--- src/rtl/seed_extend_xdrop.sv ---
`default_nettype none
// ============================================================================
// seed_extend_xdrop : ungapped X-drop seed extension over a 3-beat DB window
// Revision 1.0
// ============================================================================
module seed_extend_xdrop #(
  parameter int DB_W     = 512,
  parameter int Q_W      = 512,
  parameter int SEED_LEN = 11,
  parameter int MAX_EXT  = 100,
  parameter int MATCH    = 1,
  parameter int MISMATCH = -3,
  parameter int XDROP    = 10,
  parameter int ADDR_W   = 32,
  parameter int SCORE_W  = 16
) (
  input  logic                      clk,
  input  logic                      rst,
  input  logic                      start,
  input  logic [Q_W-1:0]            query,
  input  logic [15:0]               seed_q_pos,
  input  logic [ADDR_W-1:0]         seed_db_beat,
  input  logic [15:0]               seed_db_off,
  input  logic [ADDR_W-1:0]         db_last_beat,
  output logic                      busy,
  output logic                      req_valid,
  output logic [ADDR_W-1:0]         req_addr,
  input  logic                      req_ready,
  input  logic                      rsp_valid,
  input  logic [DB_W-1:0]           rsp_data,
  output logic                      result_valid,
  input  logic                      result_ready,
  output logic [ADDR_W-1:0]         result_start,
  output logic [ADDR_W-1:0]         result_end,
  output logic signed [SCORE_W-1:0] result_score
);

  localparam int BPB      = DB_W / 2;
  localparam int QB       = Q_W / 2;
  localparam int WIN_BITS = 3 * DB_W;
  localparam int WB_W     = $clog2(WIN_BITS);
  localparam int QI_W     = $clog2(Q_W);
  localparam logic signed [SCORE_W-1:0] S_MATCH    = SCORE_W'(MATCH);
  localparam logic signed [SCORE_W-1:0] S_MISMATCH = SCORE_W'(MISMATCH);
  localparam logic signed [SCORE_W-1:0] S_XDROP    = SCORE_W'(XDROP);
  localparam logic signed [SCORE_W-1:0] S_SEED     = SCORE_W'(SEED_LEN * MATCH);

  typedef enum logic [2:0] {
    IDLE    = 3'd0,
    FETCH_P = 3'd1,
    FETCH_C = 3'd2,
    FETCH_N = 3'd3,
    EXTEND  = 3'd4,
    DONE    = 3'd5
  } state_t;

  state_t state, state_nx;

  logic [Q_W-1:0]      q_reg;
  logic [15:0]         q_pos;
  logic [15:0]         off;
  logic [ADDR_W-1:0]   beat;
  logic                have_next;
  logic                req_done;
  logic [WIN_BITS-1:0] win;
  logic [ADDR_W-1:0]   seed_addr;

  logic [15:0]               lim_l, lim_r, k_l, k_r, len_l, len_r;
  logic signed [SCORE_W-1:0] run_l, run_r, best_l, best_r;
  logic                      act_l, act_r;

  function automatic logic [31:0] min3(input logic [31:0] a, input logic [31:0] b,
                                       input logic [31:0] c);
    logic [31:0] m;
    m = (a < b) ? a : b;
    return (m < c) ? m : c;
  endfunction

  // Extension limits are fixed by the seed inputs alone, so they are latched with start.
  logic [31:0] in_off, in_qpos, left_avail, seed_end, win_hi, right_avail, right_q;
  logic [31:0] ll_w, rl_w;
  always_comb begin
    in_off      = {16'd0, seed_db_off};
    in_qpos     = {16'd0, seed_q_pos};
    left_avail  = (seed_db_beat != '0) ? 32'(BPB) + in_off : in_off;
    seed_end    = 32'(BPB) + in_off + 32'(SEED_LEN);
    win_hi      = (seed_db_beat != db_last_beat) ? 32'(3 * BPB) : 32'(2 * BPB);
    right_avail = (win_hi > seed_end) ? win_hi - seed_end : 32'd0;
    right_q     = (32'(QB) > in_qpos + 32'(SEED_LEN)) ? 32'(QB) - in_qpos - 32'(SEED_LEN) : 32'd0;
    ll_w        = min3(32'(MAX_EXT), in_qpos, left_avail);
    rl_w        = min3(32'(MAX_EXT), right_q, right_avail);
  end

  logic [WB_W-1:0]           l_wbit, r_wbit;
  logic [QI_W-1:0]           l_qbit, r_qbit;
  logic                      l_hit, r_hit;
  logic signed [SCORE_W-1:0] run_l_nx, best_l_nx, run_r_nx, best_r_nx;
  logic [15:0]               k_l_nx, len_l_nx, k_r_nx, len_r_nx;
  logic                      act_l_nx, act_r_nx;

  always_comb begin
    l_wbit = WB_W'((32'(BPB) + {16'd0, off} - 32'd1 - {16'd0, k_l}) << 1);
    l_qbit = QI_W'(({16'd0, q_pos} - 32'd1 - {16'd0, k_l}) << 1);
    r_wbit = WB_W'((32'(BPB) + {16'd0, off} + 32'(SEED_LEN) + {16'd0, k_r}) << 1);
    r_qbit = QI_W'(({16'd0, q_pos} + 32'(SEED_LEN) + {16'd0, k_r}) << 1);
    l_hit  = (win[l_wbit +: 2] == q_reg[l_qbit +: 2]);
    r_hit  = (win[r_wbit +: 2] == q_reg[r_qbit +: 2]);

    run_l_nx = run_l; best_l_nx = best_l; len_l_nx = len_l; k_l_nx = k_l; act_l_nx = act_l;
    if (state == EXTEND && act_l) begin
      run_l_nx = run_l + (l_hit ? S_MATCH : S_MISMATCH);
      k_l_nx   = k_l + 16'd1;
      if (run_l_nx > best_l) begin
        best_l_nx = run_l_nx;
        len_l_nx  = k_l_nx;
      end
      if ((run_l_nx <= best_l_nx - S_XDROP) || (k_l_nx == lim_l)) act_l_nx = 1'b0;
    end

    run_r_nx = run_r; best_r_nx = best_r; len_r_nx = len_r; k_r_nx = k_r; act_r_nx = act_r;
    if (state == EXTEND && act_r) begin
      run_r_nx = run_r + (r_hit ? S_MATCH : S_MISMATCH);
      k_r_nx   = k_r + 16'd1;
      if (run_r_nx > best_r) begin
        best_r_nx = run_r_nx;
        len_r_nx  = k_r_nx;
      end
      if ((run_r_nx <= best_r_nx - S_XDROP) || (k_r_nx == lim_r)) act_r_nx = 1'b0;
    end
  end

  always_comb begin
    state_nx  = state;
    req_valid = 1'b0;
    req_addr  = '0;
    case (state)
      IDLE: if (start) state_nx = (seed_db_beat != '0) ? FETCH_P : FETCH_C;
      FETCH_P: begin
        req_valid = !req_done;
        req_addr  = beat - ADDR_W'(1);
        if (req_done && rsp_valid) state_nx = FETCH_C;
      end
      FETCH_C: begin
        req_valid = !req_done;
        req_addr  = beat;
        if (req_done && rsp_valid) state_nx = have_next ? FETCH_N : EXTEND;
      end
      FETCH_N: begin
        req_valid = !req_done;
        req_addr  = beat + ADDR_W'(1);
        if (req_done && rsp_valid) state_nx = EXTEND;
      end
      EXTEND: if (!act_l_nx && !act_r_nx) state_nx = DONE;
      DONE:   if (result_ready) state_nx = IDLE;
      default: state_nx = IDLE;
    endcase
  end

  assign busy         = (state != IDLE);
  assign result_valid = (state == DONE);
  assign seed_addr    = beat * ADDR_W'(BPB) + ADDR_W'(off);

  always_ff @(posedge clk) begin
    if (rst) state <= IDLE;
    else     state <= state_nx;
  end

  always_ff @(posedge clk) begin
    if (rst) begin
      result_start <= '0;
      result_end   <= '0;
      result_score <= '0;
      req_done     <= 1'b0;
      act_l        <= 1'b0;
      act_r        <= 1'b0;
    end else begin
      case (state)
        IDLE: if (start) begin
          q_reg     <= query;
          q_pos     <= seed_q_pos;
          off       <= seed_db_off;
          beat      <= seed_db_beat;
          have_next <= (seed_db_beat != db_last_beat);
          win       <= '0;
          req_done  <= 1'b0;
          lim_l     <= ll_w[15:0];
          lim_r     <= rl_w[15:0];
          act_l     <= (ll_w != 32'd0);
          act_r     <= (rl_w != 32'd0);
          k_l <= '0; k_r <= '0; len_l <= '0; len_r <= '0;
          run_l <= '0; run_r <= '0; best_l <= '0; best_r <= '0;
        end
        FETCH_P, FETCH_C, FETCH_N: begin
          if (!req_done) begin
            if (req_ready) req_done <= 1'b1;
          end else if (rsp_valid) begin
            req_done <= 1'b0;
            if (state == FETCH_P)      win[DB_W-1:0]        <= rsp_data;
            else if (state == FETCH_C) win[2*DB_W-1:DB_W]   <= rsp_data;
            else                       win[3*DB_W-1:2*DB_W] <= rsp_data;
          end
        end
        EXTEND: begin
          run_l <= run_l_nx; best_l <= best_l_nx; len_l <= len_l_nx; k_l <= k_l_nx; act_l <= act_l_nx;
          run_r <= run_r_nx; best_r <= best_r_nx; len_r <= len_r_nx; k_r <= k_r_nx; act_r <= act_r_nx;
          if (!act_l_nx && !act_r_nx) begin
            result_start <= seed_addr - ADDR_W'(len_l_nx);
            result_end   <= seed_addr + ADDR_W'(SEED_LEN - 1) + ADDR_W'(len_r_nx);
            result_score <= S_SEED + best_l_nx + best_r_nx;
          end
        end
        default: ;
      endcase
    end
  end

endmodule
`default_nettype wire
--- config.mk ---
export PLATFORM = sky130hd
export DESIGN_NAME = seed_extend_xdrop
export DESIGN_NICKNAME = d
export VERILOG_FILES = /design/src/rtl/seed_extend_xdrop.sv
export SDC_FILE = /design/constraint.sdc
export NUM_CORES = 2
export LEC_CHECK = 0
export BUFFER_PORTS_ARGS = -buffer_cell sky130_fd_sc_hd__buf_2
export CAP_MARGIN = 20
export CELL_PAD_IN_SITES_DETAIL_PLACEMENT = 0
export CELL_PAD_IN_SITES_GLOBAL_PLACEMENT = 2
export CORE_ASPECT_RATIO = 0.7
export CORE_MARGIN = 4
export CORE_UTILIZATION = 35
export DETAILED_ROUTE_END_ITERATION = 8
export GPL_ROUTABILITY_DRIVEN = 0
export PLACE_DENSITY_LB_ADDON = 0.25
export SLEW_MARGIN = 25
export SYNTH_ARGS = -nofsm -noshare
export SYNTH_HDL_FRONTEND = slang
export SYNTH_SLANG_ARGS = --single-unit
export TNS_END_PERCENT = 5
--- constraint.sdc ---
create_clock -name clk -period 235.2 [get_ports clk]
set_input_delay 23.52 -clock clk [delete_from_list [all_inputs] [get_ports clk]]
set_output_delay 23.52 -clock clk [all_outputs]
set_load 0.005 [all_outputs]
After elaboration in Yosys (flattened, before gate mapping)
Cells that the tools add are included.
- bitwise logic cells: 1
- reduce and logical (&&, ||, !) cells: 28
- eq/ne operators: 24
- mux-type cells: 65
- $lt $le $gt $ge: 10
- shift-type cells: 4
- $add $sub $neg: 29
- operators with widths (cell ; count):
    2-to-1 mux 1536 bit ; 3
    one-hot mux 1536 bit (2 select lines) ; 1
    variable part select 1536 x 12 -> 2 bit ; 2
    2-to-1 mux 512 bit ; 3
    2-to-1 mux 1024 bit ; 1
    variable part select 512 x 10 -> 2 bit ; 2
    2-to-1 mux 16 bit ; 18
    one-hot mux 16 bit (2 select lines) ; 8
    2-to-1 mux 32 bit ; 6
    one-hot mux 32 bit (3 select lines) ; 1
    nonzero test 32 bit ; 3
    adder 32 x 16 -> 32 bit ; 2
    adder 16 bit ; 3
    adder 16 x 1 -> 16 bit, second input constant ; 2
    adder 32 x 1 -> 32 bit, second input constant ; 1
    adder 32 x 4 -> 32 bit, second input constant ; 1
    equality test 16 bit ; 2
    > comparator 16 bit ; 2
    <= comparator 16 bit ; 2
    less-than comparator 16 x 32 -> 1 bit ; 1
    less-than comparator 32 bit ; 1
    less-than comparator 7 x 32 -> 1 bit, first input constant ; 1
    inequality test 32 bit ; 1
    subtractor 16 x 5 -> 16 bit, second input constant ; 2
    other kinds (46) ; 92
- word-level logic and storage cells: 186
- flip-flop bits (word level): 2351
- input port bits: 1126
- output and inout port bits: 115

Longest topological paths before layout
- depth in word-level cells: 19
- mapped depth: 67
- mapped depth without buffers: 59

Least setup slack after synthesis
OpenSTA, ideal clock, no wires.
- path type: in2reg
- from: input rst
- to: register win[1000] (enable)
- data required time: 231.093 ns
- library setup time: 4.107 ns
- path slack: 128.602 ns
- arrival: 102.491 ns
- path buffers: 1
- cell stages on the path: 2
- cell sequence: clkbuf_1 -> a2111oi_0
- word-level cells in the longest chain between the ends: 2
- ends and longest elaborated chain (item ; line ; RTL):
    start, declared ; 18 ; input logic rst,
    NOT 1 bit (no source line) ; -- ;
    AND reduction 7 bit (no source line) ; -- ;
    end signal, assigned by index ; 198 ; if (state == FETCH_P) win[DB_W-1:0] <= rsp_data;
    end signal, assigned by index ; 199 ; else if (state == FETCH_C) win[2*DB_W-1:DB_W] <= rsp_data;
    end signal, assigned by index ; 200 ; else win[3*DB_W-1:2*DB_W] <= rsp_data;
    end, declared ; 65 ; logic [WIN_BITS-1:0] win;
No other way between the ends.
A chain may end at the register's enable or synchronous reset.

Worst setup path in the final report
- from: register state[1]
- to: output req_addr[31]
- word-level cells in the longest chain between the ends: 2
- elaborated cells between the ends (all ways): 4
- classes of those cells: 3 x eq/ne; 1 x mux
- ends and longest elaborated chain (item ; line ; RTL):
    start, declared ; 57 ; state_t state, state_nx;
    start signal, assigned ; 165 ; else state <= state_nx;
    equality test 3 x 2 -> 1 bit or equality test 3 x 1 -> 1 bit (tied branches) ; 136 ; case (state)
    one-hot mux 32 bit (3 select lines) (*) ; 136 ;
    end, declared ; 27 ; output logic [ADDR_W-1:0] req_addr,
Mark *: on every way between the ends. The rest lies on a longest branch, timed or not.

==> results.json <==
{
  "drv_slew": 0,
  "power_uw": 2530,
  "critical_path_class": "flip-flop to primary output",
  "fmax_mhz": 33.1,
  "synth.most_common_cell": "edfxtp_1",
  "p_seq_frac": 0.242,
  "drtIter0Drc": 10300,
  "synth_top_area_cell": "edfxtp_1",
  "synth_top_area_frac": 0.547,
  "syn_area_per_cell_um2": 15.7,
  "htree_levels": 5,
  "synth_area_leaders": "edfxtp_1 (55%), mux4_2 (21%), ha_1 (3.1%)",
  "syn-cell-area_mm2": 0.124,
  "drt-vias-per-instance": 5.98,
  "firstDrtPassIters": 6,
  "r2r_cells": 60,
  "r2r_start": "k_l[0]",
  "crit_fanout": 31,
  "dp_hpwl_um": 372000,
  "clkLatencyLatePin_ns": 0.89,
  "io_pins": 1241,
  "p_sw_frac": 0.445,
  "cts_setup_buffers": 0,
  "drc": 0,
  "critPathRequiredTime_ns": 211.68,
  "final_core_util": 0.410,
  "min_to": "result_end[24]",
  "clkSinkCount": 2351,
  "ys_warn_count": 0,
  "synth_common_cells": "edfxtp_1 (2265), mux4_2 (1168), and3_1 (581)",
  "hp-start": "result_end[24]",
  "cp.arrival_ns": 6.71,
  "seq_area_frac_synth": 0.560,
  "vdd_ir_drop_max_mv": 0.0498,
  "p_leak_uw": 0.0523,
  "hold_depth": 2,
  "grt_setup_unrepaired": "no",
  "area_growth_pct": 16.1,
  "dieWidth_um": 721,
  "finalWirelength_um": 495000,
  "hold_class": "flip-flop to flip-flop",
  "initial_core_util": 0.353,
  "skew_ns": 0.0852,
  "grtUsageMet1": 0.378,
  "tightest_slew_ns": 1.21,
  "combinationalPowerShare": 0.592,
  "final_nets": 10500,
  "grt.busiest_layer": "met2",
  "cts_buffer_depth": 4,
  "place_ws_ns": 205.55,
  "core.rowCount": 182,
  "setup_viol": 0,
  "p_clk_frac": 0.165,
  "first_global_vias": 82800,
  "met2_usage": 0.396,
  "ctsHoldBuffers": 0,
  "final_antenna_net_count": 0,
  "cts.repair.resized": 0,
  "setup.worst_path.end_class": "primary output",
  "synth-seq-cells": 2351,
  "vias": 83800,
  "core-area_mm2": 0.353,
  "relSlewSlack": 0.184,
  "grt_pass1_wl_um": 681000,
  "p_per_area_mw_per_mm2": 17.5,
  "grt.total_usage": 0.264,
  "status": "completed",
  "switching_power_uw": 1130,
  "fin_ws_ns": 204.97,
  "cts_buffers": 266,
  "r2r_setup_slack_ns": 215.13,
  "largest_register_ffs": 1536,
  "clkSlewWorstSetupHoldPaths_ns": 0.06,
  "layout-drive-gt1-share": 0.335,
  "fin_crit_ns": 30.23,
  "grt_max_degree": 248,
  "root_buffer": "clkbuf_16",
  "startpoint": "state[1]",
  "tns_ns": 0,
  "fillCellCount": 32400,
  "r2r-end": "result_end[23]",
  "ys_types": 95,
  "tritoncts": "yes",
  "fin_crit_sh": 0.129,
  "gr-total-overflow": 0,
  "async_reset_ff_frac": 0,
  "grt_use_met3": 0.0657,
  "wl_per_cell_um": 35.3,
  "grt_antenna_before_repair": 190,
  "synth_edf_count": 2265,
  "maxCapViolations": 0,
  "synthFlopType": "edfxtp_1",
  "die_h_um": 507,
  "io_buffers": 1240,
  "finalHoldViolCount": 0,
  "internal_power_uw": 1410,
  "syn_inst": 7919,
  "worst_setup_path_start_kind": "flip-flop",
  "hold_ws_ns": 0.488,
  "die-area_mm2": 0.365
}
## cells in the final DEF (no fill, tap or decap), types with 73 or more instances in the layout
master,netlist,final
edfxtp_1,2265,2265
dfxtp_1,86,86
nor3_1,86,84
o21ai_0,177,177
ha_1,306,300
xnor2_1,224,214
mux2i_1,204,203
nand4_1,73,73
buf_4,80,137
nand2_1,455,452
nor2_1,353,342
and2_1,77,76
clkbuf_16,0,271
and3_1,581,581
mux4_2,1168,1168
diode_2,0,81
buf_2,142,1240
inv_1,172,171
a21oi_1,169,167
xor2_1,106,100
nand3_1,135,134
## power groups by stage
stage / sequential (uW) / combinational, uW / clock (uW)
2_1_floorplan: 711 / 998 / 0
3_3_place_gp: 616 / 1480 / 0
3_5_place_dp: 621 / 1480 / 0
4_1_cts: 612 / 1500 / 426
5_1_grt: 620 / 1630 / 444
6_report: 614 / 1500 / 419
## through the flow
step	cell area [um^2]	std cells
floorplan	125000	7945
global placement	136000	13500
global route	144000	14000
detailed placement	136000	13500
CTS	144000	13900
finish	144000	14000
## per-layer routing
layer	wire length, um	part of all wire
met1	212000	0.43
met2	220000	0.44
met3	45400	0.092
met4	17700	0.036
met5	239	0.00048
## how the worst max path moves through the flow
stage | slack, ns | to | depth (start not counted)
floorplan | 128.60 | win[1000] | 2
global placement | 205.58 | act_r | 22
detailed placement | 205.55 | act_r | 23
CTS | 204.96 | req_addr[31] | 20
global route | 204.54 | req_addr[31] | 20
finish | 204.97 | req_addr[31] | 20
## critical path, stage by stage, from the launching register on
cell	delay [ns]
dfxtp_1	0.75
nor2b_1	0.29
nand2_1	0.07
buf_4	0.30
ha_1	0.34
a21o_1	0.18
a21oi_1	0.21
o21ai_0	0.11
a21oi_1	0.23
o21bai_1	0.12
a31oi_1	0.34
o21ai_0	0.28
o221a_2	0.30
nor3_1	0.47
o21ai_0	0.28
a2111oi_0	0.69
o31ai_1	0.24
xnor2_1	0.18
nand3b_1	0.09
a31oi_1	0.22
buf_2	0.15
## kinds of logic (layout without fill, tap and decap cells)
family | count (synthesis) | in the layout | synth area share
adder cells (fa/ha/maj) | 315 | 315 | 0.0322
XOR/XNOR | 332 | 332 | 0.0236
other | 2 | 109 | 0.0000604
AND/OR/NAND/NOR | 1965 | 1965 | 0.0812
multiplexers | 1429 | 1429 | 0.233
AO/OA/AOI/OAI | 792 | 792 | 0.0422
flip-flops | 2351 | 2351 | 0.560
buffers and inverters | 733 | 2032 | 0.0273
## layout make-up
class	count	area [um^2]	share of cell area
Tap cell	4692	5870	0.0406
Antenna cell	81	203	0.00140
Clock buffer	320	6970	0.0482
Inverter	176	669	0.00463
Sequential cell	2351	69700	0.483
Timing Repair Buffer	1400	7670	0.0531
Clock inverter	136	1460	0.0101
Multi-Input combinational cell	4861	51900	0.359
Power figures use the tool's default switching activity.
